==> config.mk <==
export PLATFORM = sky130hd
export DESIGN_NAME = ac_frame_sequencer
export DESIGN_NICKNAME = d
export VERILOG_FILES = /design/src/rtl/ac_pkg.sv /design/src/rtl/ac_sdp_ram.sv /design/src/rtl/ac_frame_sequencer.sv
export SDC_FILE = /design/constraint.sdc
export NUM_CORES = 2
export LEC_CHECK = 0
export CAP_MARGIN = 40
export CORE_MARGIN = 2
export CORE_UTILIZATION = 38
export DETAILED_ROUTE_END_ITERATION = 10
export GPL_TIMING_DRIVEN = 0
export RECOVER_POWER = 25
export SYNTH_ARGS = -nofsm -noshare
export SYNTH_HDL_FRONTEND = slang
export SYNTH_HIERARCHICAL = 1
export SYNTH_SLANG_ARGS = --single-unit
==> constraint.sdc <==
create_clock -name clk -period 4.8 [get_ports clk]
set_input_delay 0.96 -clock clk [delete_from_list [all_inputs] [get_ports clk]]
set_output_delay 0.96 -clock clk [all_outputs]
set_load 0.005 [all_outputs]
==> src/rtl/ac_pkg.sv <==
// Shared types and header-layout constants for the arithmetic-coder frame sequencer.
package ac_pkg;

    typedef enum logic [2:0] {
        S_IDLE,
        S_FEED,
        S_DRAIN,
        S_FINISH,
        S_READ,
        S_DONE
    } ac_state_t;

    localparam int ERR_OVF         = 0;
    localparam int ERR_TMO         = 1;
    localparam int HDR_ENTRY_BYTES = 3;
    localparam int HDR_LEN_BYTES   = 2;
    localparam int TOTAL_W         = 17;

    // Index of the length high byte: 1 + 3*E, with E = count_byte + 1.
    function automatic logic [9:0] len_hi_index(input logic [7:0] count_byte);
        return 10'(HDR_ENTRY_BYTES) * ({2'b00, count_byte} + 10'd1) + 10'd1;
    endfunction

endpackage

==> src/rtl/ac_sdp_ram.sv <==
// Simple dual-port RAM: one write port, one registered read port.
module ac_sdp_ram #(
    parameter int WIDTH = 8,
    parameter int DEPTH = 128
) (
    input  logic                     clk,
    input  logic                     rst,
    input  logic                     i_we,
    input  logic [$clog2(DEPTH)-1:0] i_waddr,
    input  logic [WIDTH-1:0]         i_wdata,
    input  logic [$clog2(DEPTH)-1:0] i_raddr,
    output logic [WIDTH-1:0]         o_rdata
);

    logic [WIDTH-1:0] r_mem [DEPTH];
    logic [WIDTH-1:0] r_rdata;

    always_ff @(posedge clk) begin
        if (i_we) r_mem[i_waddr] <= i_wdata;
    end

    always_ff @(posedge clk) begin
        if (rst) r_rdata <= '0;
        else     r_rdata <= r_mem[i_raddr];
    end

    assign o_rdata = r_rdata;

endmodule

==> src/rtl/ac_frame_sequencer.sv <==
// Frames one arithmetic_coder encode run: feed buffered symbols, drain, then capture
// the compressed stream up to the length announced in its own header.
module ac_frame_sequencer
    import ac_pkg::*;
#(
    parameter int SYMBOL_W       = 8,
    parameter int DATA_W         = 8,
    parameter int NUM_SYMBOLS    = 128,
    parameter int OUT_DEPTH      = 256,
    parameter int DRAIN_CYCLES   = 50,
    parameter int TIMEOUT_CYCLES = 4096
) (
    input  logic                         clk,
    input  logic                         rst,
    input  logic [SYMBOL_W-1:0]          load_symbol_in,
    input  logic                         load_valid_in,
    output logic                         load_ready_out,
    input  logic                         start_in,
    output logic [SYMBOL_W-1:0]          coder_symbol_out,
    output logic                         coder_valid_out,
    output logic                         coder_wr_complete_out,
    output logic                         coder_next_out,
    input  logic [DATA_W-1:0]            coder_data_in,
    input  logic                         coder_valid_in,
    input  logic [$clog2(OUT_DEPTH)-1:0] rd_addr_in,
    output logic [DATA_W-1:0]            rd_data_out,
    output logic [$clog2(NUM_SYMBOLS):0] sym_count_out,
    output logic [$clog2(OUT_DEPTH):0]   out_count_out,
    output logic                         done_out,
    output logic [1:0]                   error_out
);

    localparam int SAW   = $clog2(NUM_SYMBOLS);
    localparam int OAW   = $clog2(OUT_DEPTH);
    localparam int CNT_W = $clog2((DRAIN_CYCLES > TIMEOUT_CYCLES ? DRAIN_CYCLES : TIMEOUT_CYCLES) + 1);

    ac_state_t            r_state, w_next;
    logic [SAW:0]         r_sym_count;
    logic [SAW-1:0]       r_feed_idx;
    logic [CNT_W-1:0]     r_cnt;
    logic [OAW:0]         r_out_count;
    logic [9:0]           r_len_idx;
    logic [7:0]           r_len_hi;
    logic [TOTAL_W-1:0]   r_total;
    logic                 r_total_ok;
    logic                 r_done;
    logic [1:0]           r_err;

    logic [SYMBOL_W-1:0]  w_sym_rdata;
    logic [SAW-1:0]       w_sym_raddr;
    logic [7:0]           w_byte;
    logic                 w_load, w_full, w_feed_last, w_accept, w_ovf, w_cnt_tmo, w_tmo_err;
    logic                 w_is_hi, w_is_lo, w_last;
    logic [TOTAL_W-1:0]   w_oc_next, w_total_now;

    assign w_byte      = coder_data_in[7:0];
    assign w_full      = (r_sym_count == (SAW+1)'(NUM_SYMBOLS));
    assign w_load      = (r_state == S_IDLE) && load_valid_in && !w_full && !start_in;
    assign w_feed_last = ({1'b0, r_feed_idx} == r_sym_count - (SAW+1)'(1));
    assign w_accept    = (r_state == S_READ) && coder_valid_in;
    assign w_ovf       = (r_out_count == (OAW+1)'(OUT_DEPTH));
    assign w_cnt_tmo   = (r_cnt == CNT_W'(TIMEOUT_CYCLES - 1));
    assign w_tmo_err   = ((r_state == S_FINISH) || (r_state == S_READ)) && !coder_valid_in && w_cnt_tmo;

    // The read is issued one cycle ahead so symbol k is on the RAM output in FEED cycle k.
    assign w_sym_raddr = (r_state == S_FEED) ? r_feed_idx + SAW'(1) : '0;

    assign w_oc_next   = TOTAL_W'(r_out_count) + TOTAL_W'(1);
    assign w_is_hi     = (r_out_count != '0) && (TOTAL_W'(r_out_count) == TOTAL_W'(r_len_idx));
    assign w_is_lo     = (r_out_count != '0) && (TOTAL_W'(r_out_count) == TOTAL_W'(r_len_idx) + TOTAL_W'(1));
    assign w_total_now = TOTAL_W'(r_len_idx) + TOTAL_W'(HDR_LEN_BYTES) + TOTAL_W'({r_len_hi, w_byte});
    assign w_last      = w_is_lo ? (w_oc_next == w_total_now) : (r_total_ok && (w_oc_next == r_total));

    always_comb begin
        w_next                = r_state;
        load_ready_out        = 1'b0;
        coder_valid_out       = 1'b0;
        coder_wr_complete_out = 1'b0;
        coder_next_out        = 1'b0;
        case (r_state)
            S_IDLE: begin
                load_ready_out = !w_full;
                if (start_in) w_next = (r_sym_count == '0) ? S_DONE : S_FEED;
            end
            S_FEED: begin
                coder_valid_out = 1'b1;
                if (w_feed_last) w_next = S_DRAIN;
            end
            S_DRAIN: begin
                if (r_cnt == CNT_W'(DRAIN_CYCLES - 1)) w_next = S_FINISH;
            end
            S_FINISH: begin
                coder_wr_complete_out = 1'b1;
                if (coder_valid_in) w_next = S_READ;
                else if (w_cnt_tmo) w_next = S_DONE;
            end
            S_READ: begin
                coder_wr_complete_out = 1'b1;
                coder_next_out        = 1'b1;
                if (w_accept) begin
                    if (w_ovf || w_last) w_next = S_DONE;
                end else if (w_cnt_tmo) begin
                    w_next = S_DONE;
                end
            end
            S_DONE:  w_next = S_IDLE;
            default: w_next = S_IDLE;
        endcase
    end

    always_ff @(posedge clk) begin
        if (rst) begin
            r_state     <= S_IDLE;
            r_sym_count <= '0;
            r_feed_idx  <= '0;
            r_cnt       <= '0;
            r_out_count <= '0;
            r_len_idx   <= '0;
            r_len_hi    <= '0;
            r_total     <= '0;
            r_total_ok  <= 1'b0;
            r_done      <= 1'b0;
            r_err       <= '0;
        end else begin
            r_state <= w_next;
            // One counter serves drain length, valid wait and inter-byte gap.
            r_cnt   <= ((w_next != r_state) || w_accept) ? '0 : r_cnt + CNT_W'(1);
            if (w_load) r_sym_count <= r_sym_count + (SAW+1)'(1);
            if (r_state == S_FEED) r_feed_idx <= r_feed_idx + SAW'(1);
            if ((r_state == S_IDLE) && start_in) begin
                r_done      <= 1'b0;
                r_err       <= '0;
                r_out_count <= '0;
                r_feed_idx  <= '0;
                r_total_ok  <= 1'b0;
            end
            if (w_accept && w_ovf) r_err[ERR_OVF] <= 1'b1;
            if (w_accept && !w_ovf) begin
                r_out_count <= r_out_count + (OAW+1)'(1);
                if (r_out_count == '0) r_len_idx <= len_hi_index(w_byte);
                if (w_is_hi) r_len_hi <= w_byte;
                if (w_is_lo) begin
                    r_total    <= w_total_now;
                    r_total_ok <= 1'b1;
                end
            end
            if (w_tmo_err) r_err[ERR_TMO] <= 1'b1;
            if (w_next == S_DONE) r_done <= 1'b1;
        end
    end

    ac_sdp_ram #(.WIDTH(SYMBOL_W), .DEPTH(NUM_SYMBOLS)) u_sym_buf (
        .clk     (clk),
        .rst     (rst),
        .i_we    (w_load),
        .i_waddr (r_sym_count[SAW-1:0]),
        .i_wdata (load_symbol_in),
        .i_raddr (w_sym_raddr),
        .o_rdata (w_sym_rdata)
    );

    ac_sdp_ram #(.WIDTH(DATA_W), .DEPTH(OUT_DEPTH)) u_cap_buf (
        .clk     (clk),
        .rst     (rst),
        .i_we    (w_accept && !w_ovf),
        .i_waddr (r_out_count[OAW-1:0]),
        .i_wdata (coder_data_in),
        .i_raddr (rd_addr_in),
        .o_rdata (rd_data_out)
    );

    assign coder_symbol_out = coder_valid_out ? w_sym_rdata : '0;
    assign sym_count_out    = r_sym_count;
    assign out_count_out    = r_out_count;
    assign done_out         = r_done;
    assign error_out        = r_err;

endmodule

; ---- After elaboration in Yosys (flattened, before gate mapping)
; Memory sizes are Yosys's and may differ from the RTL's. A register that Yosys moved wholly into a read port is not among the register bits.
; Cells that the tools add are included.
[op_classes]
n_mul = 1
muxes = 30
add_sub_neg = 11
n_eq_ne = 15
reduce_logical = 33
[op_table]
columns = operator, count
row1 = $eq A10 B17 Y1, 2
row2 = $mux W3, 8
row3 = $mux W9, 2
row4 = $add A11 B16 Y17, 1
row5 = $mux W1, 16
row6 = $pmux W3 S5, 1
row7 = $add A13 B1 Y13 const B, 1
row8 = $eq A13 B12 Y1 const B, 1
row9 = $eq A13 B6 Y1 const B, 1
row10 = $logic_and A1 B1 Y1, 12
row11 = $add A10 B1 Y11 const B, 1
row12 = $add A10 B2 Y11 const B, 1
row13 = $eq A9 B11 Y1, 1
row14 = $add A10 B1 Y10 const B, 1
row15 = $add A9 B1 Y10 const B, 1
row16 = $eq A9 B10 Y1, 1
row17 = $mul A2 B9 Y10 const A, 1
row18 = $add A8 B1 Y9 const B, 1
row19 = $add A9 B1 Y9 const B, 1
row20 = $eq A9 B9 Y1 const B, 1
row21 = $logic_not A9 Y1, 1
row22 = $reduce_bool A9 Y1, 1
row23 = $add A8 B1 Y8 const B, 1
row24 = $eq A7 B8 Y1, 1
row25 = other kinds (17), 31
[totals]
mem_count = 2
elab_cells = 104
mem_bits_rw = 3072
regBits = 79
in_bits = 29
[mem_list]
columns = name, depth, word_bits, rd, rd_clocked_by_memory_dff, write_ports, line
row1 = u_cap_buf.r_mem, 256, 8, 1, 1, 1, ac_sdp_ram.sv:15  ; logic [WIDTH-1:0] r_mem [DEPTH];
row2 = u_sym_buf.r_mem, 128, 8, 1, 1, 1, ac_sdp_ram.sv:15

; ---- Longest topological paths before layout
[depth]
depth_word = 11
mapped_depth = 17
ltp_nobuf = 14

; ---- Hierarchy
; The synthesis kept the hierarchy.
[modules_own_cells]
columns = module, n_inst, area_each_um2, seq_area_each_um2, cells_per_inst
row1 = ac_sdp_ram at u_cap_buf, 1, 80597.3, 61659.1, 4027
row2 = ac_sdp_ram at u_sym_buf, 1, 40545.1, 30909.6, 2037
row3 = ac_frame_sequencer, 1, 5676.7, 1581.5, 713

; ---- Worst setup path after synthesis
; No wires, ideal clock.
[synth_path]
path_type = register to register
from = reg r_out_count[1], in the netlist out_count_out[1]
to = mem u_cap_buf.r_mem[234][0] (enable)
required_time_ps = 4430
path_stages_with_launch = 15
arrival_ps = 3140
slack_ps = 1290
synth_period_minus_slack_ps = 3510
cell_sequence = dfxtp_1 -> clkbuf_1 -> inv_1 -> ha_1 -> nor4b_1 -> nand2_1 -> inv_1 -> a21o_1 -> inv_1 -> clkbuf_1 -> clkbuf_1 -> clkbuf_1 -> nand3_1 -> clkbuf_1 -> nor2_1
[synth_via]
elab_chain_len = 5
[synth_rtl]
columns = element, line
row1 = start: declaration, ac_frame_sequencer.sv:41  ; logic [OAW:0] r_out_count;
row2 = start signal: assignment, ac_frame_sequencer.sv:139  ; r_out_count <= r_out_count + (OAW+1)'(1);
row3 = $eq A9 B9 Y1, ac_frame_sequencer.sv:61  ; assign w_ovf = (r_out_count == (OAW+1)'(OUT_DEPTH));
row4 = $logic_not A1 Y1, ac_frame_sequencer.sv:165  ; .i_we (w_accept && !w_ovf),
row5 = $logic_and A1 B1 Y1, ac_frame_sequencer.sv:165
row6 = $mux W1, ac_sdp_ram.sv:19  ; if (i_we) r_mem[i_waddr] <= i_wdata;
row7 = $mux W1 (implied by the code), ac_sdp_ram.sv:19
row8 = end: declaration, ac_sdp_ram.sv:15
; Several ways; a longest one is shown, not always the timed one.

==> flow_metrics.env <==
export IMPL_grt_pass1_vias=70400
export IMPL_slew_violations=986
export IMPL_status="complete, but fails checks"
export IMPL_timing_hold_ws_ps=460
export IMPL_ir_drop_v=0.000333
export IMPL_rsz0062_at_grt="yes"
export IMPL_fp_dieH_um=582
export IMPL_routed_wl_um=458000
export IMPL_fin_total_pwr_mw=61.1
export IMPL_synth_area_leaders="edfxtp_1 73%, mux4_2 8.6%, mux2i_1 4.2%"
export IMPL_clkTransAtPathRegs_ps=60
export IMPL_maxCapViolations=16
export IMPL_coreArea_mm2=0.333
export IMPL_p_leak_nw=46.8
export IMPL_ys_types=92
export IMPL_drive_gt1_share_pct=22.1
export IMPL_synth_seq_area_share_pct=74.2
export IMPL_setup_viol=87
export IMPL_worst_r2r_setup_slack_ps=-160
export IMPL_fmax_mhz=191
export IMPL_portBuffers=65
export IMPL_cts_buffers=337
export IMPL_syn_nets=6845
export IMPL_grt_usage_pct=26.3
export IMPL_r2r_cells=13
export IMPL_grt_max_degree=157
export IMPL_yosysTopAreaCell="edfxtp_1"
export IMPL_min_period_over_period_pct=109
export IMPL_rows=212
export IMPL_tightest_slew_ps=2980
export IMPL_ys_async_sr_fraction_pct=0
export IMPL_violations="capacitance limit, slew limit, setup timing"
export IMPL_start_util_pct=38.1
export IMPL_holdBufCountCts=0
export IMPL_critPathCaptureType="flop"
export IMPL_hp_class="flop to flop"
export IMPL_htree_num_levels=5
export IMPL_drc=0
export IMPL_avgSynthCellArea_um2=18.7
export IMPL_synth_edf_count=3072
export IMPL_worstPathArrival_ps=5960
export IMPL_fillers=28300
export IMPL_postRouteAntennaNets=0
export IMPL_critPathLaunchType="input port"
export IMPL_synth_top_area_share_pct=72.7
export IMPL_clk_latency_ps=950
export IMPL_fin_ws_ps=-427
export IMPL_grt_pass1_wl_um=608000
export IMPL_hold_viol=0
export IMPL_stdcell_area_mm2=0.147
export IMPL_clock_path_buffers=4
export IMPL_ys_seq_elements=3167
export IMPL_yosysWarnings=6
export IMPL_synth_cells=6777
export IMPL_tritoncts="built"
export IMPL_area_delta_synth_final_pct=16.1
export IMPL_worstSetupPathType="input port to flop"
export IMPL_p_per_area_mw_per_mm2=415
export IMPL_drt_first_pass_iters=8
export IMPL_vias=75900
export IMPL_hold_depth=2
export IMPL_cp_max_fo=10
export IMPL_yosysMostFrequentCell="edfxtp_1"
export IMPL_synth_top_flop_cell="edfxtp_1"
export IMPL_drt_iter0_drc=12800
export IMPL_utilization_pct=44.2
export IMPL_synth_commonest_cells="3,072 x edfxtp_1, 557 x nor2_1, 527 x mux2i_1"
export IMPL_cts_root_buffer="clkbuf_16"
export IMPL_fin_crit_ps=5230
export IMPL_layout_nets=7493
export IMPL_dp_hpwl_um=313000
export IMPL_syn_cell_area_mm2=0.127
export IMPL_grt_ovfl_total=0
export IMPL_die_w_um=582
export IMPL_antenna_found_initial=29
export IMPL_finalSetupTns_ps=-6680
export IMPL_relSlewSlack_pct=-98.7
export IMPL_finClkSkew_ps=89.6
export IMPL_avgRoutedWirePerCell_um=37.8
export IMPL_required_ps=5540
export IMPL_cts_sinks=3167
export IMPL_gp_congestion=1.00
export IMPL_dieArea_mm2=0.338
export IMPL_routed_via_density=6.26
export IMPL_dpl_cell_area_mm2=0.136
export IMPL_pin_count=69
power by group:
group	internal (mW)	total, mW	switching, mW
Sequential	30.4	30.4	0.0375
Clock	14.7	25.7	11.0
Combinational	1.65	4.96	3.31
layout make-up:
type	instances	area, um^2	area share [%]
Inverter	31	124	0.0841
Multi-Input combinational cell	3180	30400	20.6
Clock buffer	414	8900	6.05
Clock inverter	204	1930	1.31
Antenna cell	23	57.6	0.0391
Sequential cell	3167	94200	64.0
Timing Repair Buffer	312	3250	2.21
Tap cell	4387	5490	3.73
Buffer	396	2960	2.01
cell usage in the layout (no fill, tap or decap), types with 84 or more instances in the layout:
| cell type | count |
|---|---|
| edfxtp_1 | 3072 |
| mux2i_1 | 527 |
| mux4_2 | 485 |
| nor2_1 | 433 |
| clkbuf_16 | 344 |
| nand2_1 | 261 |
| clkbuf_1 | 194 |
| buf_4 | 154 |
| a21oi_1 | 138 |
| o22ai_1 | 123 |
| a22oi_1 | 109 |
| nand3_1 | 102 |
| nor2_2 | 100 |
| dfxtp_1 | 90 |
| buf_2 | 86 |
| o221ai_1 | 84 |
cells by family after synthesis:
group	Yosys count	share of synthesized area, %
mux	1065	13.8
fa+ha+maj	39	0.391
compound gates	764	4.24
xor+xnor	91	0.639
flops	3167	74.2
buf+inv	430	2.34
simple gates	1221	4.34
worst max-delay path, stage by stage:
cell	delay, ps
buf_2	300
buf_2	580
buf_2	790
buf_2	860
mux4_2	410
o22ai_1	230
a22oi_1	450
nand3_1	400
o22ai_1	880
flip-flops by register name, indices dropped and copies added, names as in the netlist:
name               flops
u_cap_buf/r_mem     2048
u_sym_buf/r_mem     1024
r_total               17
r_cnt                 13
r_len_idx             10
out_count_out          9
r_len_hi               8
sym_count_out          8
u_cap_buf/o_rdata      8
u_sym_buf/o_rdata      8
r_feed_idx             7
r_state                3
error_out              2
done_out               1
r_total_ok             1
what timing repair did:
action / 4_1_cts / 5_1_grt
buffers inserted: 2 / 1
gates resized for setup: 152 / 81
setup endpoints to repair: 1795 / 843
metal layers:
metal	global-route usage [%]	part of all wire, %
met3	9.19	14
met1	35.3	37
met2	38.1	43
met5	0	0.050
met4	13.0	6.0
final timing paths:
| check | startpoint | endpoint |
|---|---|---|
| min reg2reg | r_total[16] | r_total[16] |
| max reg2reg | out_count_out[1] | u_cap_buf/r_mem[123][5] |
| min | r_total[16] | r_total[16] |
| max | rd_addr_in[1] | u_cap_buf/o_rdata[0] |
metrics by stage:
step,std cells,setup slack [ps]
4_1_cts,12100,-190
2_1_floorplan,6777,1290
6_report,12100,-427
3_5_place_dp,11500,-1570
5_1_grt,12100,-160
3_3_place_gp,11200,-8360
No activity file was read; power rests on OpenSTA's default activity.
